File: src/rtl/game_pkg.sv
// Shared sprite geometry, counter limits and game state for the collision path.
// Box sizes are in pixels. Coordinate sums are one bit wider than a coordinate, so they cannot wrap.
package game_pkg;

   localparam int COORD_W = 11;
   localparam int SUM_W   = COORD_W + 1;
   localparam int CNT_W   = 4;

   localparam int MY_PLANE_W_DEF     = 128;
   localparam int MY_PLANE_H_DEF     = 128;
   localparam int ENEMY_W_DEF        = 128;
   localparam int ENEMY_H_DEF        = 128;
   localparam int MY_BULLET_W_DEF    = 32;
   localparam int MY_BULLET_H_DEF    = 64;
   localparam int ENEMY_BULLET_W_DEF = 18;
   localparam int ENEMY_BULLET_H_DEF = 33;
   localparam int HIT_MAX_DEF        = 9;
   localparam int LIVES_DEF          = 3;

   typedef logic [COORD_W-1:0] coord_t;
   typedef logic [CNT_W-1:0]   cnt_t;

   typedef enum logic {PLAY, OVER} state_t;

   function automatic cnt_t sat_inc(input cnt_t c, input cnt_t lim);
      return (c < lim) ? c + cnt_t'(1) : c;
   endfunction

endpackage

File: src/rtl/collision_detector_if.sv
// Groups the per-frame position and handshake signals between the sprite stages and the collision detector.
// The master side drives positions and frame ticks; the slave side returns the counters, pulses and play state.
interface collision_detector_if;
   import game_pkg::*;

   logic   vs_neg;
   logic   restart;
   coord_t my_plane_x;
   coord_t my_plane_y;
   coord_t enemy_x;
   coord_t enemy_y;
   coord_t my_bullet_x;
   coord_t my_bullet_y;
   coord_t enemy_bullet_x;
   coord_t enemy_bullet_y;
   logic   have_bullet_now;
   logic   have_enemy_bullet_now;
   cnt_t   hit;
   cnt_t   hited;
   logic   hit_pulse;
   logic   hited_pulse;
   logic   play;

   modport master (
      output vs_neg, restart,
      output my_plane_x, my_plane_y, enemy_x, enemy_y,
      output my_bullet_x, my_bullet_y, enemy_bullet_x, enemy_bullet_y,
      output have_bullet_now, have_enemy_bullet_now,
      input  hit, hited, hit_pulse, hited_pulse, play
   );

   modport slave (
      input  vs_neg, restart,
      input  my_plane_x, my_plane_y, enemy_x, enemy_y,
      input  my_bullet_x, my_bullet_y, enemy_bullet_x, enemy_bullet_y,
      input  have_bullet_now, have_enemy_bullet_now,
      output hit, hited, hit_pulse, hited_pulse, play
   );

endinterface

File: src/rtl/box_overlap.sv
// Combinational strict bounding-box overlap test between box A and box B. Zero latency and no handshake.
// Touching edges do not count as overlap.
module box_overlap
   import game_pkg::*;
#(
   parameter int A_W = 32,
   parameter int A_H = 64,
   parameter int B_W = 128,
   parameter int B_H = 128
) (
   input  coord_t a_x,
   input  coord_t a_y,
   input  coord_t b_x,
   input  coord_t b_y,
   output logic   overlap
);

   logic [SUM_W-1:0] ax, ay, bx, by;

   assign ax = {1'b0, a_x};
   assign ay = {1'b0, a_y};
   assign bx = {1'b0, b_x};
   assign by = {1'b0, b_y};

   assign overlap = (ax < bx + SUM_W'(B_W)) && (bx < ax + SUM_W'(A_W)) &&
                    (ay < by + SUM_W'(B_H)) && (by < ay + SUM_W'(A_H));

endmodule

File: src/rtl/collision_detector.sv
// Samples overlaps on each vs_neg, counts new collisions and runs play/game-over. Latency is 2 cycles from vs_neg to the counter update and pulse.
// No backpressure: the pulses are one-cycle strobes, and vs_neg ticks must be at least 2 cycles apart.
module collision_detector
   import game_pkg::*;
#(
   parameter int MY_PLANE_W     = MY_PLANE_W_DEF,
   parameter int MY_PLANE_H     = MY_PLANE_H_DEF,
   parameter int ENEMY_W        = ENEMY_W_DEF,
   parameter int ENEMY_H        = ENEMY_H_DEF,
   parameter int MY_BULLET_W    = MY_BULLET_W_DEF,
   parameter int MY_BULLET_H    = MY_BULLET_H_DEF,
   parameter int ENEMY_BULLET_W = ENEMY_BULLET_W_DEF,
   parameter int ENEMY_BULLET_H = ENEMY_BULLET_H_DEF,
   parameter int HIT_MAX        = HIT_MAX_DEF,
   parameter int LIVES          = LIVES_DEF
) (
   input logic                clk,
   input logic                rst,
   collision_detector_if.slave bus
);

   logic   ov_hit_c, ov_hited_c;
   logic   s1_vld_q, ov_hit_q, ov_hited_q;
   logic   prev_hit_q, prev_hited_q, prev_hit_d, prev_hited_d;
   logic   hit_pulse_q, hited_pulse_q, hit_pulse_d, hited_pulse_d;
   cnt_t   hit_q, hited_q, hit_d, hited_d;
   state_t state_q, state_d;

   box_overlap #(
      .A_W(MY_BULLET_W), .A_H(MY_BULLET_H), .B_W(ENEMY_W), .B_H(ENEMY_H)
   ) u_ov_hit (
      .a_x(bus.my_bullet_x), .a_y(bus.my_bullet_y),
      .b_x(bus.enemy_x),     .b_y(bus.enemy_y),
      .overlap(ov_hit_c)
   );

   box_overlap #(
      .A_W(ENEMY_BULLET_W), .A_H(ENEMY_BULLET_H), .B_W(MY_PLANE_W), .B_H(MY_PLANE_H)
   ) u_ov_hited (
      .a_x(bus.enemy_bullet_x), .a_y(bus.enemy_bullet_y),
      .b_x(bus.my_plane_x),     .b_y(bus.my_plane_y),
      .overlap(ov_hited_c)
   );

   // Stage 1 captures the gated overlaps only on the frame tick; the valid is suppressed in OVER.
   always_ff @(posedge clk or negedge rst) begin
      if (!rst) begin
         s1_vld_q   <= 1'b0;
         ov_hit_q   <= 1'b0;
         ov_hited_q <= 1'b0;
      end else begin
         s1_vld_q <= bus.vs_neg && (state_q == PLAY);
         if (bus.vs_neg) begin
            ov_hit_q   <= ov_hit_c && bus.have_bullet_now;
            ov_hited_q <= ov_hited_c && bus.have_enemy_bullet_now;
         end
      end
   end

   always_ff @(posedge clk or negedge rst) begin
      if (!rst) begin
         state_q       <= PLAY;
         hit_q         <= '0;
         hited_q       <= '0;
         prev_hit_q    <= 1'b0;
         prev_hited_q  <= 1'b0;
         hit_pulse_q   <= 1'b0;
         hited_pulse_q <= 1'b0;
      end else begin
         state_q       <= state_d;
         hit_q         <= hit_d;
         hited_q       <= hited_d;
         prev_hit_q    <= prev_hit_d;
         prev_hited_q  <= prev_hited_d;
         hit_pulse_q   <= hit_pulse_d;
         hited_pulse_q <= hited_pulse_d;
      end
   end

   always_comb begin
      state_d       = state_q;
      hit_d         = hit_q;
      hited_d       = hited_q;
      prev_hit_d    = prev_hit_q;
      prev_hited_d  = prev_hited_q;
      hit_pulse_d   = 1'b0;
      hited_pulse_d = 1'b0;
      case (state_q)
         PLAY: begin
            if (s1_vld_q) begin
               prev_hit_d   = ov_hit_q;
               prev_hited_d = ov_hited_q;
               // Only a rising flag counts, so a lingering overlap scores once.
               if (ov_hit_q && !prev_hit_q) begin
                  hit_pulse_d = 1'b1;
                  hit_d       = sat_inc(hit_q, cnt_t'(HIT_MAX));
               end
               if (ov_hited_q && !prev_hited_q) begin
                  hited_pulse_d = 1'b1;
                  hited_d       = sat_inc(hited_q, cnt_t'(LIVES));
               end
               if (hited_d == cnt_t'(LIVES)) begin
                  state_d = OVER;
               end
            end
         end
         OVER: begin
            if (bus.vs_neg && bus.restart) begin
               state_d      = PLAY;
               hit_d        = '0;
               hited_d      = '0;
               prev_hit_d   = 1'b0;
               prev_hited_d = 1'b0;
            end
         end
         default: state_d = PLAY;
      endcase
   end

   assign bus.hit         = hit_q;
   assign bus.hited       = hited_q;
   assign bus.hit_pulse   = hit_pulse_q;
   assign bus.hited_pulse = hited_pulse_q;
   assign bus.play        = (state_q == PLAY);

endmodule

File: src/flat_wrapper.sv
// flat-port wrapper written by rule: the top's interface ports become plain ports
module collision_detector_flat import game_pkg::*;
#(
   parameter int MY_PLANE_W     = MY_PLANE_W_DEF,
   parameter int MY_PLANE_H     = MY_PLANE_H_DEF,
   parameter int ENEMY_W        = ENEMY_W_DEF,
   parameter int ENEMY_H        = ENEMY_H_DEF,
   parameter int MY_BULLET_W    = MY_BULLET_W_DEF,
   parameter int MY_BULLET_H    = MY_BULLET_H_DEF,
   parameter int ENEMY_BULLET_W = ENEMY_BULLET_W_DEF,
   parameter int ENEMY_BULLET_H = ENEMY_BULLET_H_DEF,
   parameter int HIT_MAX        = HIT_MAX_DEF,
   parameter int LIVES          = LIVES_DEF
)
  (clk, rst, bus_vs_neg, bus_restart, bus_my_plane_x, bus_my_plane_y, bus_enemy_x, bus_enemy_y, bus_my_bullet_x, bus_my_bullet_y, bus_enemy_bullet_x, bus_enemy_bullet_y, bus_have_bullet_now, bus_have_enemy_bullet_now, bus_hit, bus_hited, bus_hit_pulse, bus_hited_pulse, bus_play);
  collision_detector_if bus_i ();
  input logic clk;
  input logic rst;
  input wire logic [$bits(bus_i.vs_neg)-1:0] bus_vs_neg;
  input wire logic [$bits(bus_i.restart)-1:0] bus_restart;
  input wire logic [$bits(bus_i.my_plane_x)-1:0] bus_my_plane_x;
  input wire logic [$bits(bus_i.my_plane_y)-1:0] bus_my_plane_y;
  input wire logic [$bits(bus_i.enemy_x)-1:0] bus_enemy_x;
  input wire logic [$bits(bus_i.enemy_y)-1:0] bus_enemy_y;
  input wire logic [$bits(bus_i.my_bullet_x)-1:0] bus_my_bullet_x;
  input wire logic [$bits(bus_i.my_bullet_y)-1:0] bus_my_bullet_y;
  input wire logic [$bits(bus_i.enemy_bullet_x)-1:0] bus_enemy_bullet_x;
  input wire logic [$bits(bus_i.enemy_bullet_y)-1:0] bus_enemy_bullet_y;
  input wire logic [$bits(bus_i.have_bullet_now)-1:0] bus_have_bullet_now;
  input wire logic [$bits(bus_i.have_enemy_bullet_now)-1:0] bus_have_enemy_bullet_now;
  output wire logic [$bits(bus_i.hit)-1:0] bus_hit;
  output wire logic [$bits(bus_i.hited)-1:0] bus_hited;
  output wire logic [$bits(bus_i.hit_pulse)-1:0] bus_hit_pulse;
  output wire logic [$bits(bus_i.hited_pulse)-1:0] bus_hited_pulse;
  output wire logic [$bits(bus_i.play)-1:0] bus_play;
  assign bus_i.vs_neg = bus_vs_neg;
  assign bus_i.restart = bus_restart;
  assign bus_i.my_plane_x = bus_my_plane_x;
  assign bus_i.my_plane_y = bus_my_plane_y;
  assign bus_i.enemy_x = bus_enemy_x;
  assign bus_i.enemy_y = bus_enemy_y;
  assign bus_i.my_bullet_x = bus_my_bullet_x;
  assign bus_i.my_bullet_y = bus_my_bullet_y;
  assign bus_i.enemy_bullet_x = bus_enemy_bullet_x;
  assign bus_i.enemy_bullet_y = bus_enemy_bullet_y;
  assign bus_i.have_bullet_now = bus_have_bullet_now;
  assign bus_i.have_enemy_bullet_now = bus_have_enemy_bullet_now;
  assign bus_hit = bus_i.hit;
  assign bus_hited = bus_i.hited;
  assign bus_hit_pulse = bus_i.hit_pulse;
  assign bus_hited_pulse = bus_i.hited_pulse;
  assign bus_play = bus_i.play;
  collision_detector #(.MY_PLANE_W(MY_PLANE_W), .MY_PLANE_H(MY_PLANE_H), .ENEMY_W(ENEMY_W), .ENEMY_H(ENEMY_H), .MY_BULLET_W(MY_BULLET_W), .MY_BULLET_H(MY_BULLET_H), .ENEMY_BULLET_W(ENEMY_BULLET_W), .ENEMY_BULLET_H(ENEMY_BULLET_H), .HIT_MAX(HIT_MAX), .LIVES(LIVES)) u_core (.clk(clk), .rst(rst), .bus(bus_i));
endmodule
File: config.mk
export PLATFORM = sky130hd
export DESIGN_NAME = collision_detector_flat
export DESIGN_NICKNAME = d
export VERILOG_FILES = /design/src/rtl/game_pkg.sv /design/src/rtl/collision_detector_if.sv /design/src/rtl/box_overlap.sv /design/src/rtl/collision_detector.sv /design/src/flat_wrapper.sv
export SDC_FILE = /design/constraint.sdc
export NUM_CORES = 1
export LEC_CHECK = 0
export ABC_AREA = 1
export CORE_UTILIZATION = 53
export DETAILED_ROUTE_END_ITERATION = 8
export PLACE_DENSITY = 0.89
export SYNTH_ARGS = -nofsm -noshare
export SYNTH_HDL_FRONTEND = slang
export SYNTH_SLANG_ARGS = --single-unit
File: constraint.sdc
create_clock -name clk -period 3.76 [get_ports clk]
set_input_delay 1.128 -clock clk [delete_from_list [all_inputs] [get_ports clk]]
set_output_delay 1.128 -clock clk [all_outputs]
set_load 0.02 [all_outputs]
==> results.py, run 1 <==
metrics = {
    "sta": {
        "finalSetupViolations": 0,
        "rsz0062_at_grt": "false",
        "maxSlewHeadroom": 0.5442,
        "layout_setup_ws_ns": 0.6663,
        "drv_slew": 0,
        "min_period_over_period": 0.8228,
        "holdWs_ns": 0.4301,
        "max_freq_mhz": 323.2,
        "skew_ns": 0.002719,
        "worst_slew_pin_slew_ns": 0.6815,
        "fin_setup_tns_ns": 0,
        "hold_viol_final": 0,
        "fin_crit_ns": 3.094,
    },
    "floorplanning": {
        "start_util": 0.5470,
        "die_area_mm2": 0.006882,
        "num_rows": 29,
        "core_area_mm2": 0.006350,
        "die_h_um": 82.96,
        "io_pins": 105,
        "dieWidth_um": 82.96,
    },
    "routing": {
        "drt-total-wl_um": 8300,
        "vias": 3534,
        "drtPass1Iterations": 5,
        "drt_iter0_markers": 62,
        "viasPerCell": 5.144,
        "avgRoutedWirePerCell_um": 12.08,
        "drc": 0,
        "ant_nets": 0,
    },
    "power": {
        "peakVddDrop_v": 0.0003024,
        "p_leak_nw": 2.439,
        "p_per_area_mw_per_mm2": 219.2,
        "p_total_mw": 1.020,
    },
    "critical_path": {
        "cp-end-kind": "flop",
        "critPathLaunchType": "input port",
        "cp.required_ns": 3.95,
        "r2r_start": "u_core.bus.hited[0]",
        "critPathKind": "input port to flop",
        "reg2regPathDepth": 6,
        "crit_fanout": 4,
        "r2r_slack_ns": 2.33,
        "crit_arrival_ns": 3.28,
        "reg2reg_to": "u_core.state_q",
    },
    "cts": {
        "htreeDepth": 1,
        "cts_root_buf": "clkbuf_8",
        "cts.repair.resized": 0,
        "cts_buffers": 3,
        "postCtsHoldBufs": 0,
        "post_cts_buffers": 0,
        "clk_path_buf_depth": 2,
        "cts_tree": "built",
        "clk_pin_slew_ns": 0.06,
        "worst_skew_pair.late_latency_ns": 0.25,
        "cts.sinks": 16,
    },
    "run_status": {
        "status": "finished, final reports clean",
    },
    "min_path": {
        "worstHoldPathType": "flop to flop",
        "whs_path_depth": 1,
        "hold_path_end": "u_core.bus.hited_pulse",
        "min_from": "u_core.prev_hited_q",
    },
    "placement": {
        "port_buffers": 104,
        "dp_slack_ns": 0.3996,
        "placed_cells": 684,
        "gp_congestion": 0.9181,
        "dp_hpwl_um": 7336,
    },
    "grt": {
        "use_met2": 0.4896,
        "antenna_found_initial": 0,
        "grt_use_met3": 0.02187,
        "grt_overflow_total": 0,
        "grtUsageMet1": 0.2833,
        "grt_pass1_wl_um": 14700,
        "grtUsageTotal": 0.2505,
        "grt_most_used_layer": "met2",
        "grt_max_degree": 17,
        "first_global_vias": 3584,
    },
    "synth": {
        "ys_types": 33,
        "ys_warn_count": 0,
        "syn-num-nets": 688,
        "synth_area_mm2": 0.003473,
        "syn_avg_cell_area_um2": 6.905,
        "synthCells": 503,
        "ys_seq_elements": 16,
        "ys_seq_area_frac": 0.1153,
    },
    "cells_and_area": {
        "diodes": 0,
        "areaGrowthSynthToFinish_pct": 33.93,
        "drive_above_1_share": 0.04262,
        "nNetsFinal": 797,
        "layout.cells.non_filler": 687,
    },
    "flow_run": {
        "max-cap-violations": 0,
    },
}
==> cell usage in the layout, fill, tap and decap left out, drive strengths merged <==
cell type	count
nand2	125
clkdlybuf4s50	104
inv	93
ha	91
nand3	39
a21oi	32
nor2	27
xor2	17
dfrtp	16
o21ai	16
xnor2	14
nor3	11
nand4	5
nand3b	3
o21a	3
clkbuf	3
o22ai	2
a21o	2
nor3b	1
and3	1
o31ai	1
nor2b	1
a211oi	1
o21bai	1
a21boi	1
==> stage by stage <==
stage	cell area, µm²	utilization
finish	4652	0.7326
floorplan	3473	-
global placement	4611	0.7261
global route	4652	0.7326
CTS	4652	0.7326
detailed placement	4611	0.7261
==> worst max-delay path, stage by stage <==
cell and delay (ns):
clkdlybuf4s50_1 0.54, ha_1 0.21, nand2_1 0.07, nand2_2 0.08, nand2_2 0.07, nor3_1 0.21
xnor2_1 0.15, ha_1 0.26, a21o_1 0.16, nand3_1 0.08, nand2_1 0.06, nor3_2 0.14
nand3_1 0.08, nand2_1 0.06
==> state kept, by name, indices dropped and copies added (netlist names) <==
signal / cells
u_core.bus.hit: 4
u_core.bus.hited: 4
u_core.bus.hit_pulse: 1
u_core.bus.hited_pulse: 1
u_core.ov_hit_q: 1
u_core.ov_hited_q: 1
u_core.prev_hit_q: 1
u_core.prev_hited_q: 1
u_core.s1_vld_q: 1
u_core.state_q: 1
==> synth_stat cells <==
| library cell | number | share of area |
|---|---|---|
| nand3_1 | 38 | 0.055 |
| o31ai_1 | 1 | 0.0022 |
| nand2_2 | 6 | 0.011 |
| nand4_1 | 5 | 0.0090 |
| dfrtp_1 | 16 | 0.12 |
| nor2_2 | 1 | 0.0018 |
| a21oi_1 | 31 | 0.045 |
| xor2_1 | 17 | 0.043 |
| inv_1 | 89 | 0.096 |
| nor2_4 | 1 | 0.0032 |
| o21a_1 | 3 | 0.0065 |
| o22ai_1 | 2 | 0.0036 |
| nor3b_2 | 1 | 0.0036 |
| nor3_4 | 1 | 0.0047 |
| xnor2_1 | 14 | 0.035 |
| nand3b_1 | 3 | 0.0065 |
| o21ai_1 | 1 | 0.0014 |
| and3_4 | 1 | 0.0032 |
| o21ai_0 | 14 | 0.020 |
| o21bai_1 | 1 | 0.0022 |
| a21oi_4 | 1 | 0.0047 |
| a211oi_1 | 1 | 0.0022 |
| nor3_1 | 5 | 0.0072 |
| nand3_4 | 1 | 0.0050 |
| ha_1 | 91 | 0.33 |
| nor2_1 | 25 | 0.027 |
| a21o_1 | 2 | 0.0043 |
| nor3_2 | 5 | 0.014 |
| nor2b_1 | 1 | 0.0018 |
| o21ai_2 | 1 | 0.0025 |
| inv_2 | 4 | 0.0043 |
| a21boi_0 | 1 | 0.0022 |
| nand2_1 | 119 | 0.13 |
==> worst max path at each step <==
stage / start / end / slack [ns]
global route: bus_enemy_bullet_x[1] / u_core.ov_hited_q / 0.47
CTS: bus_enemy_bullet_x[1] / u_core.ov_hited_q / 0.65
finish: bus_enemy_bullet_x[1] / u_core.ov_hited_q / 0.67
global placement: bus_enemy_bullet_x[1] / u_core.ov_hited_q / 0.46
floorplan: bus_enemy_bullet_x[1] / u_core.ov_hited_q / 1.13
detailed placement: bus_enemy_bullet_x[1] / u_core.ov_hited_q / 0.40
==> final cells by class <==
cell class	count	area, µm²
clock buffer	3	41.29
multi-input combinational	394	2724
sequential	16	400.4
timing repair buffer	104	1041
inverter	93	349.1
tap	77	96.34
fill	496	1698
==> kinds of logic after synthesis <==
| group | after synthesis | synth area share |
|---|---|---|
| simple gates | 213 | 0.2817 |
| buf+inv | 93 | 0.1005 |
| fa+ha+maj | 91 | 0.3278 |
| compound gates | 59 | 0.09654 |
| xor+xnor | 31 | 0.07817 |
| flops | 16 | 0.1153 |
==> power breakdown <==
part / internal [mW] / total (mW) / switching, mW
Combinational: 0.307 / 0.649 / 0.342
Sequential: 0.212 / 0.245 / 0.0327
Clock: 0.0710 / 0.126 / 0.0552
Total: 0.590 / 1.02 / 0.430
==> per-layer routing <==
layer	routed length [µm]	vias to the layer above
met5	0	-
met4	165	0
met3	257	16
met2	4361	84
met1	3516	1581
li1	-	1853
Note: power is estimated with default switching activity, not from simulation.
==> inputs of run 2 (changes only) <==
--- a/config.mk
+++ b/config.mk
@@ -6,9 +6,9 @@
 export NUM_CORES = 1
 export LEC_CHECK = 0
 export ABC_AREA = 1
-export CORE_UTILIZATION = 53
+export CORE_UTILIZATION = 44
 export DETAILED_ROUTE_END_ITERATION = 8
-export PLACE_DENSITY = 0.89
+export PLACE_DENSITY = 0.79
 export SYNTH_ARGS = -nofsm -noshare
 export SYNTH_HDL_FRONTEND = slang
 export SYNTH_SLANG_ARGS = --single-unit
==> constraint.sdc (replaced) <==
create_clock -name clk -period 2.75 [get_ports clk]
set_input_delay 0.825 -clock clk [delete_from_list [all_inputs] [get_ports clk]]
set_output_delay 0.825 -clock clk [all_outputs]
set_load 0.02 [all_outputs]
==> run 2 against run 1 <==
The run now ends with design-rule violations left; critical endpoint unchanged; via count up 3.2%; largest power group unchanged; clock power increased by 33%; highest routed layer unchanged; power grew 39%; sequential share of layout area down 0.50 points.
==> results.py, run 2 (synthesized netlist as in run 1, its figures left out) <==
metrics = {
    "cts": {
        "postCtsHoldBufs": 0,
        "cts.sinks": 16,
        "clk_pin_slew_ns": 0.06,
        "post_cts_buffers": 0,
        "cts_tree": "built",
        "htreeDepth": 1,
        "clk_path_buf_depth": 2,
        "cts_root_buf": "clkbuf_8",
        "cts_buffers": 3,
        "worst_skew_pair.late_latency_ns": 0.24,
    },
    "sta": {
        "drv_slew": 0,
        "hold_viol_final": 0,
        "worst_slew_pin_slew_ns": 0.7176,
        "layout_setup_ws_ns": 0.1218,
        "rsz0062_at_grt": "false",
        "skew_ns": 0.005092,
        "fin_setup_tns_ns": 0,
        "finalSetupViolations": 0,
        "max_freq_mhz": 380.5,
        "min_period_over_period": 0.9557,
        "maxSlewHeadroom": 0.5201,
        "fin_crit_ns": 2.628,
    },
    "grt": {
        "grtUsageTotal": 0.2048,
        "grt_max_degree": 17,
        "grt_overflow_total": 0,
        "antenna_found_initial": 0,
        "grt_pass1_wl_um": 14470,
        "first_global_vias": 3677,
    },
    "critical_path": {
        "cp.required_ns": 2.93,
        "crit_arrival_ns": 2.81,
        "crit_fanout": 3,
        "r2r_start": "u_core.bus.hited[0]",
        "cp-end-kind": "flop",
        "reg2regPathDepth": 6,
        "reg2reg_to": "u_core.state_q",
        "critPathLaunchType": "input port",
        "crit_end": "u_core.ov_hited_q",
        "critPathKind": "input port to flop",
        "r2r_slack_ns": 1.26,
        "crit_start": "bus_enemy_bullet_y[2]",
    },
    "power": {
        "p_per_area_mw_per_mm2": 286.1,
        "p_leak_nw": 2.630,
        "peakVddDrop_v": 0.0001572,
    },
    "cells_and_area": {
        "layout_common_cells": "118 x nand2_1, 98 x clkdlybuf4s50_1, 89 x ha_1, 88 x inv_1, 37 x nand3_1",
        "areaGrowthSynthToFinish_pct": 42.26,
        "nNetsFinal": 826,
        "diodes": 0,
        "layout.cells.non_filler": 741,
        "stdcell_area_mm2": 0.004941,
        "drive_above_1_share": 0.09703,
        "fill_cells": 709,
        "final_common_cell": "nand2_1",
    },
    "placement": {
        "gp_congestion": 0.8950,
        "port_buffers": 104,
        "placed_cell_area_mm2": 0.004860,
        "placed_cells": 738,
        "dp_slack_ns": -0.3595,
        "dp_hpwl_um": 7454,
    },
    "floorplanning": {
        "die_h_um": 90.85,
        "die_area_mm2": 0.008253,
        "core_area_mm2": 0.007687,
        "dieWidth_um": 90.85,
        "io_pins": 105,
        "num_rows": 32,
        "start_util": 0.4518,
    },
    "routing": {
        "ant_nets": 0,
        "vias": 3648,
        "viasPerCell": 4.923,
        "drt-total-wl_um": 8276,
        "avgRoutedWirePerCell_um": 11.17,
        "drc": 1,
        "drt_iter0_markers": 34,
        "drtPass1Iterations": 6,
    },
    "run_status": {
        "status": "complete, but fails checks",
        "violations": "design-rule violations",
    },
    "min_path": {
        "worstHoldPathType": "flop to flop",
        "whs_path_depth": 1,
    },
    "flow_run": {
        "max-cap-violations": 0,
    },
}
run 2: worst min-delay path by stage:
| stage | from | to | slack [ns] |
|---|---|---|---|
| CTS | u_core.prev_hited_q | u_core.bus.hited_pulse | 0.44 |
| global route | u_core.prev_hited_q | u_core.bus.hited_pulse | 0.47 |
| finish | u_core.prev_hited_q | u_core.bus.hited_pulse | 0.45 |
| floorplan | u_core.prev_hited_q | u_core.bus.hited_pulse | 0.41 |
| global placement | u_core.prev_hited_q | u_core.bus.hited_pulse | 0.42 |
| detailed placement | u_core.prev_hited_q | u_core.bus.hited_pulse | 0.43 |
run 2: area by class of cell:
type / instances / area [µm²] / area share
clock buffers: 3 / 41.29 / 0.008357
well taps: 102 / 127.6 / 0.02583
multi-input cells: 394 / 2753 / 0.5571
repair buffers: 133 / 1270 / 0.2570
inverters: 93 / 349.1 / 0.07065
flip-flops and latches: 16 / 400.4 / 0.08103
run 2: routing by layer:
metal  vias up  share of wire  global-route usage
li1       1906              -                   -
met1      1650           0.42              0.2174
met2        76           0.53              0.4167
met3        16          0.036             0.02189
met4         0          0.017             0.05820
met5         -              0                   0
run 2: worst max-delay path, cell delays in order:
cell             delay, ns
clkdlybuf4s50_1       0.48
and3_4                0.20
nand3_4               0.08
a21oi_4               0.16
xor2_1                0.18
ha_1                  0.29
nand2_1               0.09
nor2_1                0.06
a211oi_2              0.15
nand2_1               0.10
nand2_1               0.07
nand3_1               0.07
nand2_1               0.06
run 2: stage by stage:
step | utilization | hold WS, ns | total power [mW]
2_1_floorplan | - | 0.4082 | 0.8366
3_3_place_gp | 0.6322 | 0.4203 | 1.207
3_5_place_dp | 0.6322 | 0.4288 | 1.248
4_1_cts | 0.6380 | 0.4373 | 1.423
5_1_grt | 0.6427 | 0.4651 | 1.557
6_report | 0.6427 | 0.4469 | 1.414
run 2: timing repair:
item / in CTS / in global routing
endpoints found under the setup margin: 1 / 1
cloned: 0 / 0
pin swaps: 0 / 7
gates resized for setup: 2 / 13
run 2: where the power goes:
| group | internal [mW] | switching [mW] |
|---|---|---|
| Sequential | 0.290 | 0.0446 |
| Clock | 0.0967 | 0.0707 |
| Combinational | 0.443 | 0.469 |
| Total | 0.830 | 0.584 |
